### config.mk
export PLATFORM = sky130hd
export DESIGN_NAME = bit_serial_adder
export DESIGN_NICKNAME = d
export VERILOG_FILES = /design/src/rtl/adder_defs_pkg.sv /design/src/rtl/full_adder_cell.sv /design/src/rtl/bit_serial_adder.sv
export SDC_FILE = /design/constraint.sdc
export NUM_CORES = 1
export LEC_CHECK = 0
export ABC_AREA = 0
export BUFFER_PORTS_ARGS = -buffer_cell sky130_fd_sc_hd__buf_2
export CORE_MARGIN = 2
export CORE_UTILIZATION = 59
export CTS_CLUSTER_SIZE = 24
export DETAILED_ROUTE_END_ITERATION = 8
export PLACE_DENSITY_LB_ADDON = 0.05
export SLEW_MARGIN = 10
export SYNTH_ARGS = -nofsm -noshare
export SYNTH_HDL_FRONTEND = slang
export SYNTH_HIERARCHICAL = 1
export SYNTH_SLANG_ARGS = --single-unit
### constraint.sdc
create_clock -name clk -period 3.2 [get_ports clk]
set_clock_uncertainty 0.1 [all_clocks]
set_input_delay 0.64 -clock clk [delete_from_list [all_inputs] [get_ports clk]]
set_output_delay 0.64 -clock clk [all_outputs]
set_load 0.02 [all_outputs]
### src/rtl/adder_defs_pkg.sv
// Shared definitions for the bit-serial adder: state encoding and default width.
package adder_defs;

  localparam logic [1:0] ST_IDLE  = 2'd0;
  localparam logic [1:0] ST_SHIFT = 2'd1;
  localparam logic [1:0] ST_DONE  = 2'd2;

  localparam int DEFAULT_WIDTH = 8;

  typedef enum logic [1:0] {
    IDLE  = ST_IDLE,
    SHIFT = ST_SHIFT,
    DONE  = ST_DONE
  } state_t;

endpackage

### src/rtl/full_adder_cell.sv
// Single-bit full adder; purely combinational.
module full_adder_cell (
  input  logic a,
  input  logic b,
  input  logic c,
  output logic s,
  output logic cout
);

  assign s    = a ^ b ^ c;
  assign cout = (a & b) | (b & c) | (a & c);

endmodule

### src/rtl/bit_serial_adder.sv
// Bit-serial adder: streams operands LSB-first through one full-adder cell,
// one bit per clock, and returns {cout,sum} with a one-cycle done pulse.
module bit_serial_adder
  import adder_defs::*;
#(
  parameter int WIDTH = DEFAULT_WIDTH
) (
  input  logic             clk,
  input  logic             rst_n,
  input  logic             start,
  input  logic [WIDTH-1:0] a,
  input  logic [WIDTH-1:0] b,
  input  logic             cin,
  output logic             busy,
  output logic             done,
  output logic [WIDTH-1:0] sum,
  output logic             cout
);

  localparam int CW = (WIDTH > 1) ? $clog2(WIDTH) : 1;

  state_t           state, state_nx;
  logic [WIDTH-1:0] a_sr, b_sr, sum_sr, sum_nx;
  logic             carry_q;
  logic [CW-1:0]    bit_cnt;
  logic             fa_s, fa_c;
  logic             last_bit;

  full_adder_cell u_fa (
    .a    (a_sr[0]),
    .b    (b_sr[0]),
    .c    (carry_q),
    .s    (fa_s),
    .cout (fa_c)
  );

  assign last_bit = (bit_cnt == CW'(WIDTH - 1));

  always_ff @(posedge clk or negedge rst_n) begin
    if (!rst_n) state <= IDLE;
    else        state <= state_nx;
  end

  always_comb begin
    state_nx = state;
    case (state)
      IDLE:    if (start) state_nx = SHIFT;
      SHIFT:   if (last_bit) state_nx = DONE;
      DONE:    state_nx = IDLE;
      default: state_nx = IDLE;
    endcase
  end

  // New sum bit enters at the MSB so the LSB lands in bit 0 after WIDTH shifts.
  always_comb begin
    sum_nx            = sum_sr >> 1;
    sum_nx[WIDTH-1]   = fa_s;
  end

  always_ff @(posedge clk or negedge rst_n) begin
    if (!rst_n) begin
      a_sr    <= '0;
      b_sr    <= '0;
      sum_sr  <= '0;
      carry_q <= 1'b0;
      bit_cnt <= '0;
      sum     <= '0;
      cout    <= 1'b0;
    end else begin
      case (state)
        IDLE: begin
          if (start) begin
            a_sr    <= a;
            b_sr    <= b;
            carry_q <= cin;
            bit_cnt <= '0;
            sum_sr  <= '0;
          end
        end
        SHIFT: begin
          a_sr    <= a_sr >> 1;
          b_sr    <= b_sr >> 1;
          sum_sr  <= sum_nx;
          carry_q <= fa_c;
          bit_cnt <= bit_cnt + 1'b1;
          if (last_bit) begin
            sum  <= sum_nx;
            cout <= fa_c;
          end
        end
        default: ;
      endcase
    end
  end

  assign busy = (state == SHIFT);
  assign done = (state == DONE);

endmodule

; ---- Word level (Yosys, flattened, before mapping)
; Index checks and enable logic that the tools add are counted.
[totals]
register_bits = 39
output_inout_bits = 11
wordCells = 39
inputBits = 20
[classes]
n_reduce_logical = 5
muxes = 13
bitwise_logic = 7
n_addsub = 1
n_eq_ne = 5
[ops]
columns = op, n
row1 = $pmux W8 S2, 3
row2 = $mux W8, 3
row3 = $pmux W3 S2, 1
row4 = $reduce_and A2 Y1, 3
row5 = $mux W2, 2
row6 = $pmux W2 S2, 1
row7 = $add A3 B1 Y3 const B, 1
row8 = $and A1 B1 Y1, 3
row9 = $eq A3 B3 Y1 const B, 1
row10 = $mux W3, 1
row11 = $eq A2 B1 Y1 const B, 1
row12 = $eq A2 B2 Y1 const B, 1
row13 = $logic_not A2 Y1, 1
row14 = $ne A2 B1 Y1 const B, 1
row15 = $ne A2 B2 Y1 const B, 1
row16 = $or A1 B1 Y1, 2
row17 = $pmux W1 S2, 1
row18 = $reduce_bool A2 Y1, 1
row19 = $xor A1 B1 Y1, 2
row20 = $mux W1, 1

; ---- Logic depth before layout (Yosys ltp)
[logic_depth]
word_depth = 4
depth_mapped = 6
mapped_depth_nobuf = 5

; ---- Hierarchy
; Netlist, hierarchy kept.
[modules_own_cells]
columns = module, area_per_inst_um2, n_inst, cells_each, seq_area_each_um2
row1 = bit_serial_adder, 1727.9, 1, 148, 950.9
row2 = full_adder_cell, 20.0, 1, 1, 0.0

; ---- Worst setup path after synthesis
; Ideal clock, no wire load.
[synth_timing]
path_kind = reg-to-output
start = reg state[1]
end = out done
arrival_time_ps = 970
t_required_ps = 2460
slack_ps = 1490
path_buffers = 1
stages_incl_launch_ff = 4
cell_sequence = dfrtp_1 inv_1 buf_2 nor2_1
[synth_via]
elab_chain_cells = 1
[synth_rtl]
columns = element, line_no
row1 = "start, declared", bit_serial_adder.sv:22  ; state_t state, state_nx;
row2 = "start signal, assigned", bit_serial_adder.sv:41  ; else state <= state_nx;
row3 = $eq A2 B2 Y1, bit_serial_adder.sv:97  ; assign done = (state == DONE);
row4 = "end, declared", bit_serial_adder.sv:15  ; output logic done,
; No other way between the ends.

; ---- Worst setup path after layout
[layout_timing]
start = reg state[0]
end = out busy
[layout_via]
elab_chain_cells = 1
[layout_rtl]
columns = element, line_no
row1 = $eq A2 B1 Y1, bit_serial_adder.sv:96  ; assign busy = (state == SHIFT);
row2 = "end, declared", bit_serial_adder.sv:14  ; output logic busy,
; No other way between the ends.

==> run_results.csv <==
group,metric,value,unit
status,status,"finished, final reports clean",
critical_path,cp-start-kind,"register",
pwr,peakVddDrop,0.713,mV
yosys,async_reset_ff_share,100,%
yosys,ys_types,25,
floorplan,start_util,62.8,%
critical_path,r2r_setup_slack,1.51,ns
layout,fin_nets,199,
pwr,switching_share,38.3,%
global_routing,grt_max_degree,39,
cts,clk_latency,0.34,ns
timing,fin_tns_setup,0,ns
placement,dp_hpwl,2090,µm
cts,numCtsBuffers,5,
cts,htree_levels,2,
drt,drc,0,
pwr,seq_power_share,45.4,%
hold_path,holdCritPathClass,"in2async",
placement,gp_congestion,0.724,
pwr,p_comb_share,40.7,%
cts,hold_buffers,0,
global_routing,grt_first_pass_wirelength,5690,µm
drt,ant_nets,0,
pwr,totalPowerFinal,1.88,mW
timing,setup_violations,0,
pwr,switching_power,0.719,mW
timing,fin_crit_sh,72.2,%
drt,vias_per_cell,5.92,
floorplan,die_h,58.4,µm
cts,cts.sinks,38,
timing,post-route-min-period,2.31,ns
yosys,yosysMostFrequentCell,"dfrtp_1",
pwr,clockPowerShare,13.9,%
yosys,synth_seq_cells,38,
drt,routed_wl,3210,µm
critical_path,r2r-start,"state[0]$_DFFE_PN0P_",
timing,rsz0062_at_grt,"no",
drt,routedWlPerCell,15.4,µm
yosys,synth_common_cells,"dfrtp_1 (38), nor3_1 (36), o22ai_1 (15)",
layout,synthToLayoutAreaGrowth,10.2,%
timing,fin_ws,0.890,ns
yosys,ys_warn_count,6,
global_routing,track_usage,22.2,%
layout,drive_above_1_share,29.9,%
floorplan,rows,19,
cts,path_clk_slew,0.11,ns
global_routing,grt_pass1_vias,1234,
yosys,synth_edf_count,0,
critical_path,crit_type,"reg2out",
timing,slew-limit-headroom,46.7,%
yosys,synth_top_area_cell,"dfrtp_1",
critical_path,crit_fanout,35,
critical_path,cp_top_family,"buffers and inverters",
critical_path,crit_slowest_cell,"dfrtp_1",
cts,tritoncts,"yes",
critical_path,startpoint,"state[0]$_DFFE_PN0P_",
pwr,p_int,1.16,mW
yosys,syn_area_per_cell,11.7,µm²
critical_path,r2r_end,"sum[4]$_DFFE_PN0P_",
layout,fillCellCount,208,
placement,place_area,1860,µm²
global_routing,grt_overflow,0,
floorplan,ioPinCount,31,
cts,cts_resized,0,
drt,vias,1232,
placement,dpl_worst_slack,1.20,ns
yosys,synth.area.top_cells,"dfrtp_1 (54%), nor3_1 (10%), mux2_4 (7.7%), o22ai_1 (5.4%), a22o_1 (4.5%)",
flow_run,maxCapViolations,0,
critical_path,cp.required,2.46,ns
layout,finalInstanceArea,1930,µm²
critical_path,cp_cell_sequence,"buf_4 > nand2b_4 > inv_8 > buf_2",
cts,post_cts.repair.setup_buffers,0,
critical_path,arrival,1.57,ns
critical_path,end_kind,"output pin",
critical_path,path_buf_inv,3,
timing,drv_slew,0,
timing,worst_slew_pin_slew,0.800,ns
floorplan,die_w,58.4,µm
yosys,synthCells,149,
yosys,yosys.area.top_type_share,54.4,%
cts,clock-root-buffer,"clkbuf_4",
yosys,ys_seq_area_share,54.4,%
critical_path,r2r_cells,5,
floorplan,core_area,2780,µm²
layout,diodes,0,
placement,portBuffers,30,
cts,clockBufferDepth,2,
timing,hold_viol_final,0,
drt,dr.pass1.iters,4,
drt,drt_iter0_markers,46,
yosys,synth_flop_cell,"dfrtp_1",
pwr,p_leak,0.902,nW
pwr,powerDensity,975,nW/µm²
yosys,syn_area,1750,µm²
global_routing,antenna_found_initial,0,
floorplan,die-area,3410,µm²
critical_path,max_stage_delay,0.34,ns
critical_path,path_depth,4,
timing,fmax,0.433,GHz
yosys,synth_nets,172,
-- cell type report --
cell class / count / area (µm²) / area share (%)
Clock buffer: 6 / 51.3 / 2.66
Clock inverter: 2 / 12.5 / 0.649
Inverter: 4 / 22.5 / 1.17
Multi-Input combinational cell: 96 / 693 / 36.0
Sequential cell: 38 / 951 / 49.4
Tap cell: 31 / 38.8 / 2.01
Timing Repair Buffer: 31 / 158 / 8.18
-- layer usage --
metal / vias up / track usage, % / wire, µm
li1: 605 / - / -
met1: 583 / 31.2 / 1480
met2: 37 / 33.4 / 1500
met3: 7 / 5.27 / 173
met4: 0 / 8.97 / 55
met5: - / 0 / 0
-- kinds of logic after synthesis --
| family | count (synthesis) | synth area share [%] |
|---|---|---|
| AOI/OAI and AO/OA | 33 | 13.5 |
| buffers and inverters | 15 | 5.94 |
| muxes | 10 | 8.30 |
| and+or+nand+nor | 50 | 15.3 |
| DFF | 38 | 54.4 |
| adders and majority gates | 3 | 2.58 |
-- how the worst max path moves through the flow --
stage	to	slack, ns
finish	busy	0.89
global route	busy	0.79
CTS	busy	0.88
detailed placement	carry_q$_DFFE_PN0P_	1.20
global placement	carry_q$_DFFE_PN0P_	1.28
floorplan	done	1.49
-- placed cells by master (no fill, tap or decap), drive strengths merged --
master	instances
dfrtp	38
nor3	36
buf	31
o22ai	15
a22o	9
mux2	9
nor2	6
clkbuf	6
o21ai	5
inv	4
nand2	4
o32ai	3
ha	2
nand2b	2
o21bai	1
mux2i	1
and2b	1
or2	1
clkinvlp	1
clkinv	1
fa	1
-- power by group through the flow --
stage / Sequential (mW) / Clock (mW) / Combinational, mW
floorplan: 0.887 / 0 / 0.597
global placement: 0.850 / 0 / 0.749
detailed placement: 0.861 / 0 / 0.768
CTS: 0.852 / 0.270 / 0.772
global route: 0.888 / 0.287 / 0.858
finish: 0.853 / 0.261 / 0.765
-- per-stage QoR --
stage / instances / hold slack, ns / utilization (%)
detailed placement: 200 / 0.390 / 67.0
floorplan: 149 / 0.244 / -
global placement: 200 / 0.387 / 67.0
CTS: 208 / 0.299 / 69.3
finish: 208 / 0.268 / 69.3
global route: 208 / 0.347 / 69.3
-- state kept, by name, indices dropped and copies added (netlist names) --
signal and flops:
a_sr 8, b_sr 8, sum 8, sum_sr 7, bit_cnt 3, state 2
carry_q 1, cout 1
Power figures use the tool's default switching activity.
